## src/rtl/fp_madd.sv

```systemverilog
// Single-cycle binary32 fused multiply-add (a*b+c) with registered result and flags.
// Define FP_MADD_RMODE_EN to honour r_mode; otherwise every result rounds to nearest-even.
module fp_madd #(
  parameter logic [31:0] QNAN = 32'h7FC0_0000
) (
  input  logic        clk,
  input  logic        rst_n,
  input  logic [31:0] fp_a,
  input  logic [31:0] fp_b,
  input  logic [31:0] fp_c,
  input  logic [2:0]  r_mode,
  output logic [31:0] fp_result,
  output logic        overflow,
  output logic        underflow
);

  localparam logic [2:0] RM_RTZ = 3'd1;
  localparam logic [2:0] RM_RDN = 3'd2;
  localparam logic [2:0] RM_RUP = 3'd3;
  localparam logic [2:0] RM_RMM = 3'd4;

  logic [2:0] mode;
`ifdef FP_MADD_RMODE_EN
  assign mode = r_mode;
`else
  logic unused_rmode;
  assign mode        = 3'd0;
  assign unused_rmode = ^r_mode;
`endif

  // Operand decode; subnormals collapse to zero.
  logic       sa, sb, sc, sp;
  logic [7:0] ea, eb, ec;
  logic [22:0] fa, fb, fc;
  logic a_nan, b_nan, c_nan, a_inf, b_inf, c_inf, a_zero, b_zero, c_zero;
  logic [23:0] ma, mb, mc;

  assign {sa, ea, fa} = fp_a;
  assign {sb, eb, fb} = fp_b;
  assign {sc, ec, fc} = fp_c;
  assign sp = sa ^ sb;

  assign a_nan  = (ea == 8'hFF) && (fa != 23'd0);
  assign b_nan  = (eb == 8'hFF) && (fb != 23'd0);
  assign c_nan  = (ec == 8'hFF) && (fc != 23'd0);
  assign a_inf  = (ea == 8'hFF) && (fa == 23'd0);
  assign b_inf  = (eb == 8'hFF) && (fb == 23'd0);
  assign c_inf  = (ec == 8'hFF) && (fc == 23'd0);
  assign a_zero = (ea == 8'd0);
  assign b_zero = (eb == 8'd0);
  assign c_zero = (ec == 8'd0);

  assign ma = a_zero ? 24'd0 : {1'b1, fa};
  assign mb = b_zero ? 24'd0 : {1'b1, fb};
  assign mc = c_zero ? 24'd0 : {1'b1, fc};

  logic [47:0] prod;
  assign prod = {24'd0, ma} * {24'd0, mb};

  logic p_zero, p_inf, invalid, any_nan;
  assign p_zero  = a_zero | b_zero;
  assign p_inf   = a_inf | b_inf;
  assign any_nan = a_nan | b_nan | c_nan;
  assign invalid = (a_inf & b_zero) | (b_inf & a_zero) | (p_inf & c_inf & (sp ^ sc));

  function automatic logic [5:0] lzc52(input logic [51:0] v);
    lzc52 = 6'd52;
    for (int i = 0; i < 52; i++) begin
      if (v[i]) lzc52 = 6'(51 - i);
    end
  endfunction

  // Datapath: both addends carried as 48-bit significands with an LSB exponent.
  logic [47:0]        p_sig, c_sig, x_sig, y_sig;
  logic signed [12:0] p_exp, c_exp, x_exp, y_exp, exp_diff;
  logic               x_is_p, res_sign, zero_sign, eff_sub;
  logic [5:0]         shamt, lz;
  logic [101:0]       y_wide;
  logic [50:0]        x_ext, y_al;
  logic               y_st;
  logic [51:0]        sum, sum_n;
  logic [23:0]        mant;
  logic               guard, sticky, rnd_inc, inf_on_ovf;
  logic [24:0]        mant_r;
  logic [22:0]        frac;
  logic signed [12:0] be, be_r;
  logic [31:0]        result_d, result_q;
  logic               ovf_d, ovf_q, udf_d, udf_q;

  always_comb begin
    p_sig = prod;
    p_exp = $signed({5'd0, ea}) + $signed({5'd0, eb}) - 13'sd300;
    if (!prod[47]) begin
      p_sig = prod << 1;
      p_exp = p_exp - 13'sd1;
    end
    c_sig = {mc, 24'd0};
    c_exp = $signed({5'd0, ec}) - 13'sd174;

    // The larger magnitude becomes x so an effective subtraction never goes negative.
    if (p_zero)                                  x_is_p = 1'b0;
    else if (c_zero)                             x_is_p = 1'b1;
    else if (p_exp > c_exp)                      x_is_p = 1'b1;
    else if ((p_exp == c_exp) && (p_sig >= c_sig)) x_is_p = 1'b1;
    else                                         x_is_p = 1'b0;

    x_sig    = x_is_p ? p_sig : c_sig;
    y_sig    = x_is_p ? c_sig : p_sig;
    x_exp    = x_is_p ? p_exp : c_exp;
    y_exp    = x_is_p ? c_exp : p_exp;
    res_sign = x_is_p ? sp : sc;
    eff_sub  = sp ^ sc;

    exp_diff = x_exp - y_exp;
    if ((exp_diff > 13'sd54) || (exp_diff < 13'sd0)) shamt = 6'd54;
    else                                            shamt = exp_diff[5:0];

    x_ext  = {x_sig, 3'b000};
    y_wide = {y_sig, 3'b000, 51'd0} >> shamt;
    y_al   = y_wide[101:51];
    y_st   = |y_wide[50:0];

    // Shifted-out bits fold into the LSB as a sticky; borrow once for them on subtract.
    if (eff_sub) sum = {1'b0, x_ext} - {1'b0, y_al} - {51'd0, y_st};
    else         sum = {1'b0, x_ext} + {1'b0, y_al};
    sum[0] = sum[0] | y_st;

    lz     = lzc52(sum);
    sum_n  = sum << lz;
    mant   = sum_n[51:28];
    guard  = sum_n[27];
    sticky = |sum_n[26:0];
    be     = x_exp + 13'sd175 - $signed({7'd0, lz});

    case (mode)
      RM_RTZ:  rnd_inc = 1'b0;
      RM_RDN:  rnd_inc = res_sign & (guard | sticky);
      RM_RUP:  rnd_inc = ~res_sign & (guard | sticky);
      RM_RMM:  rnd_inc = guard;
      default: rnd_inc = guard & (sticky | mant[0]);
    endcase

    case (mode)
      RM_RTZ:  inf_on_ovf = 1'b0;
      RM_RDN:  inf_on_ovf = res_sign;
      RM_RUP:  inf_on_ovf = ~res_sign;
      default: inf_on_ovf = 1'b1;
    endcase

    mant_r = {1'b0, mant} + {24'd0, rnd_inc};
    if (mant_r[24]) begin
      frac = mant_r[23:1];
      be_r = be + 13'sd1;
    end else begin
      frac = mant_r[22:0];
      be_r = be;
    end

    // Exact cancellation is +0 except under round-down; like-signed zeros keep their sign.
    zero_sign = (sp == sc) ? sp : (mode == RM_RDN);

    result_d = 32'd0;
    ovf_d    = 1'b0;
    udf_d    = 1'b0;
    if (any_nan || invalid) begin
      result_d = QNAN;
    end else if (p_inf) begin
      result_d = {sp, 8'hFF, 23'd0};
    end else if (c_inf) begin
      result_d = {sc, 8'hFF, 23'd0};
    end else if (sum == 52'd0) begin
      result_d = {zero_sign, 31'd0};
    end else if (be_r >= 13'sd255) begin
      ovf_d    = 1'b1;
      result_d = inf_on_ovf ? {res_sign, 8'hFF, 23'd0} : {res_sign, 31'h7F7F_FFFF};
    end else if (be_r <= 13'sd0) begin
      udf_d    = 1'b1;
      result_d = {res_sign, 31'd0};
    end else begin
      result_d = {res_sign, be_r[7:0], frac};
    end
  end

  always_ff @(posedge clk or negedge rst_n) begin
    if (!rst_n) begin
      result_q <= 32'd0;
      ovf_q    <= 1'b0;
      udf_q    <= 1'b0;
    end else begin
      result_q <= result_d;
      ovf_q    <= ovf_d;
      udf_q    <= udf_d;
    end
  end

  assign fp_result = result_q;
  assign overflow  = ovf_q;
  assign underflow = udf_q;

endmodule

```

## config.mk

```make
export PLATFORM = sky130hd
export DESIGN_NAME = fp_madd
export DESIGN_NICKNAME = d
export VERILOG_FILES = /design/src/rtl/fp_madd.sv
export SDC_FILE = /design/constraint.sdc
export NUM_CORES = 2
export LEC_CHECK = 0
export ABC_AREA = 1
export CAP_MARGIN = 10
export CELL_PAD_IN_SITES_DETAIL_PLACEMENT = 0
export CELL_PAD_IN_SITES_GLOBAL_PLACEMENT = 1
export CORE_MARGIN = 2
export CORE_UTILIZATION = 45
export DETAILED_ROUTE_END_ITERATION = 8
export GPL_ROUTABILITY_DRIVEN = 0
export GPL_TIMING_DRIVEN = 0
export PLACE_DENSITY_LB_ADDON = 0.1
export SYNTH_ARGS = -nofsm -noshare
export SYNTH_HDL_FRONTEND = slang
export SYNTH_SLANG_ARGS = --single-unit
```

## constraint.sdc

```tcl
create_clock -name clk -period 0.8 [get_ports clk]
set_clock_uncertainty 0.2 [all_clocks]
set_input_delay 0.12 -clock clk [delete_from_list [all_inputs] [get_ports clk]]
set_output_delay 0.12 -clock clk [all_outputs]
set_load 0.05 [all_outputs]
```

### Yosys cells after proc, flatten, opt, wreduce, memory -nomap -nowiden

Index checks and enable logic that the tools add are counted.

* register bits after elaboration: 34
* bits in latches: 0
* memory bits (writable): 0
* memory bits (read-only): 0
* bits of input ports: 101
* output and inout bits: 34
* logic and storage cells: 153
* memories: 0

* add/sub/neg operators: 12
* multiply operators: 1
* div/mod/pow operators: 0
* $lt $le $gt $ge: 6
* equality and inequality tests: 5
* shift operators: 2
* mux-type cells: 88
* bitwise operators: 15
* reductions and logical operators: 21

Operator list (count)
* 2-to-1 mux 6 bit: 52
* 2-to-1 mux 48 bit: 3
* 2-to-1 mux 32 bit: 4
* right shift 102 x 6 -> 102 bit: 1
* 2-to-1 mux 24 bit: 3
* zero test 23 bit: 3
* nonzero test 23 bit: 3
* 2-to-1 mux 31 bit: 2
* adder 51 x 51 -> 52 bit: 1
* zero test 52 bit: 1
* 2-to-1 mux 13 bit: 4
* 2-to-1 mux 52 bit: 1
* left shift 52 x 6 -> 52 bit: 1
* subtractor 51 x 51 -> 52 bit: 1
* subtractor 52 x 1 -> 52 bit: 1
* OR reduction 51 bit: 1
* greater-or-equal comparator 48 bit: 1
* multiplier 24 x 24 -> 48 bit: 1
* OR reduction 27 bit: 1
* adder 24 x 1 -> 25 bit: 1
* equality test 8 bit, second input constant: 3
* zero test 8 bit: 3
* 2-to-1 mux 23 bit: 1
* 2-to-1 mux 1 bit: 17
* other kinds (21): 40

### Longest topological paths before layout

* word-level depth: 85
* depth in mapped cells: 200

### Worst setup path before layout

OpenSTA, ideal clock, no wires.

* path type: input to register
* from: input port fp_b[30]
* to: register result_q[11], in the netlist fp_result[11]
* library setup time: 72 ps
* arrival time: 22367 ps
* required time: 528 ps
* slack: -21839 ps
* stages on the path: 175
* path buffers: 8
* cell sequence: inv_1 > nand3_1 > nor2_1 > nor2_2 > inv_1 > clkbuf_1 > nor2_1 > clkbuf_1 > nand2_1 > fa_1 > inv_1 > fa_1 > fa_1 > inv_1 > fa_1 > inv_1 > fa_1 > fa_1 > [... 139 more ...] > nor2_1 > nor2_1 > xor2_1 > inv_1 > nor4_1 > nand2_1 > or2_2 > nor2_1 > xnor2_1 > nand3_1 > nand2_1 > nor2_1 > nand2_1 > nor2_2 > a21oi_2 > nand2_2 > buf_2 > nor2_1

* cells in the longest elaborated chain, start to end: 85

Ends and longest elaborated chain
* from (decl): RTL line 9 `input logic [31:0] fp_b,`
* zero test 8 bit / adder 8 x 8 -> 9 bit (equally long branches): RTL line 50, 92
* 2-to-1 mux 24 bit / subtractor 9 x 9 -> 10 bit (equally long branches): RTL line 54, 92
* multiplier 24 x 24 -> 48 bit / subtractor 10 x 2 -> 11 bit (equally long branches): RTL line 58, 95
* 2-to-1 mux 48 bit / 2-to-1 mux 13 bit (equally long branches): RTL line 93 `if (!prod[47]) begin`
* greater-or-equal comparator 48 bit / equality test 13 x 9 -> 1 bit (equally long branches): RTL line 104 `else if ((p_exp == c_exp) && (p_sig >= c_sig)) x_is_p = 1'b1;`
* logical AND 1 bit: RTL line 104
* 2-to-1 mux 1 bit: RTL line 104
* 2-to-1 mux 1 bit: RTL line 103 `else if (p_exp > c_exp) x_is_p = 1'b1;`
* [... 70 more ...]
* less-or-equal comparator 13 x 1 -> 1 bit: RTL line 176 `end else if (be_r <= 13'sd0) begin`
* 2-to-1 mux 31 bit: RTL line 176
* 2-to-1 mux 31 bit: RTL line 173 `end else if (be_r >= 13'sd255) begin`
* 2-to-1 mux 32 bit: RTL line 171 `end else if (sum == 52'd0) begin`
* 2-to-1 mux 32 bit: RTL line 169 `end else if (c_inf) begin`
* 2-to-1 mux 32 bit: RTL line 167 `end else if (p_inf) begin`
* 2-to-1 mux 32 bit (*): RTL line 165 `if (any_nan || invalid) begin`
* named net result_d[11]: RTL line 87 `logic [31:0] result_d, result_q;`
* to (signal assigned): RTL line 190 `result_q <= result_d;`
* to (decl): RTL line 87

The timed path passes the listed nets; every way through them passes the cells marked *.

### Worst setup path after layout

* from: input port fp_a[12]
* to: register result_q[6], in the netlist fp_result[6]

* cells in the longest elaborated chain, start to end: 84

Ends and longest elaborated chain
* from (decl): RTL line 8 `input logic [31:0] fp_a,`
* 2-to-1 mux 24 bit: RTL line 53 `assign ma = a_zero ? 24'd0 : {1'b1, fa};`
* multiplier 24 x 24 -> 48 bit: RTL line 58 `assign prod = {24'd0, ma} * {24'd0, mb};`
* 2-to-1 mux 48 bit / 2-to-1 mux 13 bit (equally long branches): RTL line 93
* greater-or-equal comparator 48 bit / equality test 13 x 9 -> 1 bit (equally long branches): RTL line 104
* logical AND 1 bit: RTL line 104
* 2-to-1 mux 1 bit: RTL line 104
* 2-to-1 mux 1 bit: RTL line 103
* 2-to-1 mux 1 bit: RTL line 102 `else if (c_zero) x_is_p = 1'b1;`
* [... 69 more ...]
* less-or-equal comparator 13 x 1 -> 1 bit: RTL line 176
* 2-to-1 mux 31 bit: RTL line 176
* 2-to-1 mux 31 bit: RTL line 173
* 2-to-1 mux 32 bit: RTL line 171
* 2-to-1 mux 32 bit: RTL line 169
* 2-to-1 mux 32 bit: RTL line 167
* 2-to-1 mux 32 bit (*): RTL line 165
* named net result_d[6]: RTL line 87

Marked as above.

==> results.md <==
- CTS Buffer Depth: 2
- Die area: 89600 sq um
- Starting Density: 45.3%
- Total grt overflow: 0
- Slew Viols, Final: 0
- TritonCTS buffer count: 5
- Kind of critical path: input port to register
- Critical Path RT: 0.80 ns
- Primary FF master, synth: dfrtp_1
- Yosys warns: 0
- Final setup violation count: between 60 and 70
- Layout area overhead: 25.3%
- Post-synth top area share: 24.7%
- Status: finished, violations left
- First-pass GRT wire length: 252 mm
- Largest area contributor in the netlist: fa_1
- Met2 Resource Use GR: between 50 and 60%
- Clock Sinks: 34
- Final period util: 2980%
- RSZ-0062 raised after global routing: yes
- Largest net degree at the start of global routing: 35
- Hold slack: -0.291 ns
- Drc violations: 0
- Mapped cell area: 39300 sq um
- Slew HR: 16.7%
- GRT Total Usage: roughly 37%
- Met1 global-route usage: a little over half
- Clock slew at reported path FFs: 0.05 ns
- Failing checks: hold timing, setup timing
- CP Max Fanout: 8
- Final WS setup: -23.08 ns
- Total core area: 86600 sq um
- Critical path arrival: 23.88 ns
- Post-synth EDFFs: 0
- Most used cell along the critical path: inv_1
- Slowest-stage cell, CP: o21ai_0
- IO buf count: 129
- Max stage delay on crit path: 0.79 ns
- Async set or reset register ratio after synthesis: between 90% and 100%
- Worst-Margin Slew: 1.24 ns
- Row count: between 100 and 150
- CTS tree: done
- Hpwl dp: 138 mm
- Initial antenna violation count: 4
- Die width: roughly 300 microns
- Min Tclk post-route: 23.88 ns
- Fmax: 41.9 MHz
- Worst Hold Class: input port to asynchronous set/reset pin
- Seq/Total Area, Yosys: under 10%
- Root Buffer: clkbuf_16
- Htree depth: 2
- Total wire length: 168 mm
- Synthesized instance count: 6415
- Area contributors post-synth: fa_1 25%, nand2_1 17%, ha_1 13%
- Die Ht: 299 microns
- GRT busiest layer: met2
- Critical path capture point type: register
- Vias per inst: 5.63
- GRT met3 Usage: 9.31%
- Routed wire length per instance: 20.9 microns
- Nets: 7854
- Max_cap viols: 0
- Top Ports: ~140
- Syn avg cell area: 6.12 sq um
- Post-route ant nets: 0
- Layout cell share with drive strength beyond 1: 19.1%
- Starting DRT DRC Count: 5262
- Endpoints failing hold: 34
- #FFs+latches synth: 34
- Synth cell types: between 60 and 70
- Syn_nets: 7397
- Setup crit start kind: input port
- Vias in the first global route: 43022
- Via count: 45242
- Detailed-router iteration count before antenna repair: 8
## registers in the layout (all words and copies together) (netlist names)
name / count
underflow: 1
overflow: 1
fp_result: 32
## cell usage after synthesis (25+ instances only)
cell      number
a21oi_1      184
a32oi_1       25
buf_2         46
clkbuf_1     129
dfrtp_1       34
fa_1         485
ha_1         396
inv_1       1199
inv_2         29
nand2_1     1774
nand3_1      709
nand4_1       98
nor2_1       714
nor3_1        33
o21ai_0      195
o21ai_1       28
xnor2_1       32
xor2_1        60
## layout make-up
class                      instances  area (sq um)
inverter                        1240          4800
clock inverter                     2          10.0
tap                             1155          1450
timing repair inverter             2          16.3
clock buffer                       5           125
antenna                            2          5.00
timing repair buffer             449          4010
sequential                        34           892
fill                            8705         37400
multi-input combinational       4921         36000
buffer                           219          1870
## worst max-delay path, delay by kind of cell
family	cells	cell delay, ns
compound gates	30	5.26
fa+ha+maj	14	5.52
buf+inv	41	4.26
simple gates	78	8.01
xor+xnor	4	0.61
## layer usage
layer	routed length (microns)	vias to the layer above
li1	-	20840
met4	8500	4
met2	67600	2557
met1	70600	21395
met3	21000	446
met5	164	-
## per-stage QoR
step	setup WS, ns	cell area, sq um	setup TNS [ns]	util [%]	cells
after floorplan	-20.06	40100	-679.13	-	6415
after global placement	-26.94	42800	-977.13	49.4	7699
after detailed placement	-27.03	42800	-941.26	49.4	7699
after CTS	-22.92	46500	-794.26	53.7	7901
after global routing	-24.59	49200	-844.41	56.8	8027
final	-23.08	49200	-792.19	56.8	8029
## cell families after synthesis
group | share of synthesized area, %
buffers and inverters | 14.4
xor gates and xnor gates | 2.05
and+or+nand+nor | 36.4
adders and majority gates | 37.4
AOI/OAI and AO/OA | 7.56
muxes | 0.0255
DFF | 2.17
## what timing repair did
action,4_1_cts,5_1_grt
cloned,10,5
setup endpoints to repair,68,68
setup buffers,185,125
endpoints found under the hold margin,34,34
gates resized for setup,637,745
pin swaps,125,198
## cell usage in the layout, fill, tap and decap left out, types with 24 or more instances in the layout
master and n:
a21oi_1 142, a21oi_2 31, buf_12 24, buf_2 27
buf_4 300, buf_6 76, clkbuf_1 43, clkbuf_2 52
clkdlybuf4s50_1 58, dfrtp_2 33, fa_1 476, ha_1 370
ha_4 25, inv_1 1136, inv_2 65, nand2_1 1588
nand2_2 149, nand2_4 40, nand3_1 550, nand3_2 136
nand3_4 25, nand4_1 98, nor2_1 624, nor2_2 40
nor2_4 56, nor3_1 30, o21ai_0 152, o21ai_1 39
o21ai_2 25, xnor2_1 30, xor2_1 58
## how the worst max path moves through the flow
stage,slack [ns],startpoint,cells after the start,endpoint
after floorplan,-20.06,fp_a[29],188,fp_result[22]
after global placement,-26.94,fp_a[29],178,fp_result[6]
after detailed placement,-27.03,fp_a[29],180,fp_result[5]
after CTS,-22.92,fp_b[25],192,fp_result[25]
after global routing,-24.59,fp_b[28],191,fp_result[6]
final,-23.08,fp_a[12],167,fp_result[6]
Power is left out: the tool's default activity adds up to more than one toggle a clock period on the data nets, which glitch-free logic cannot reach.
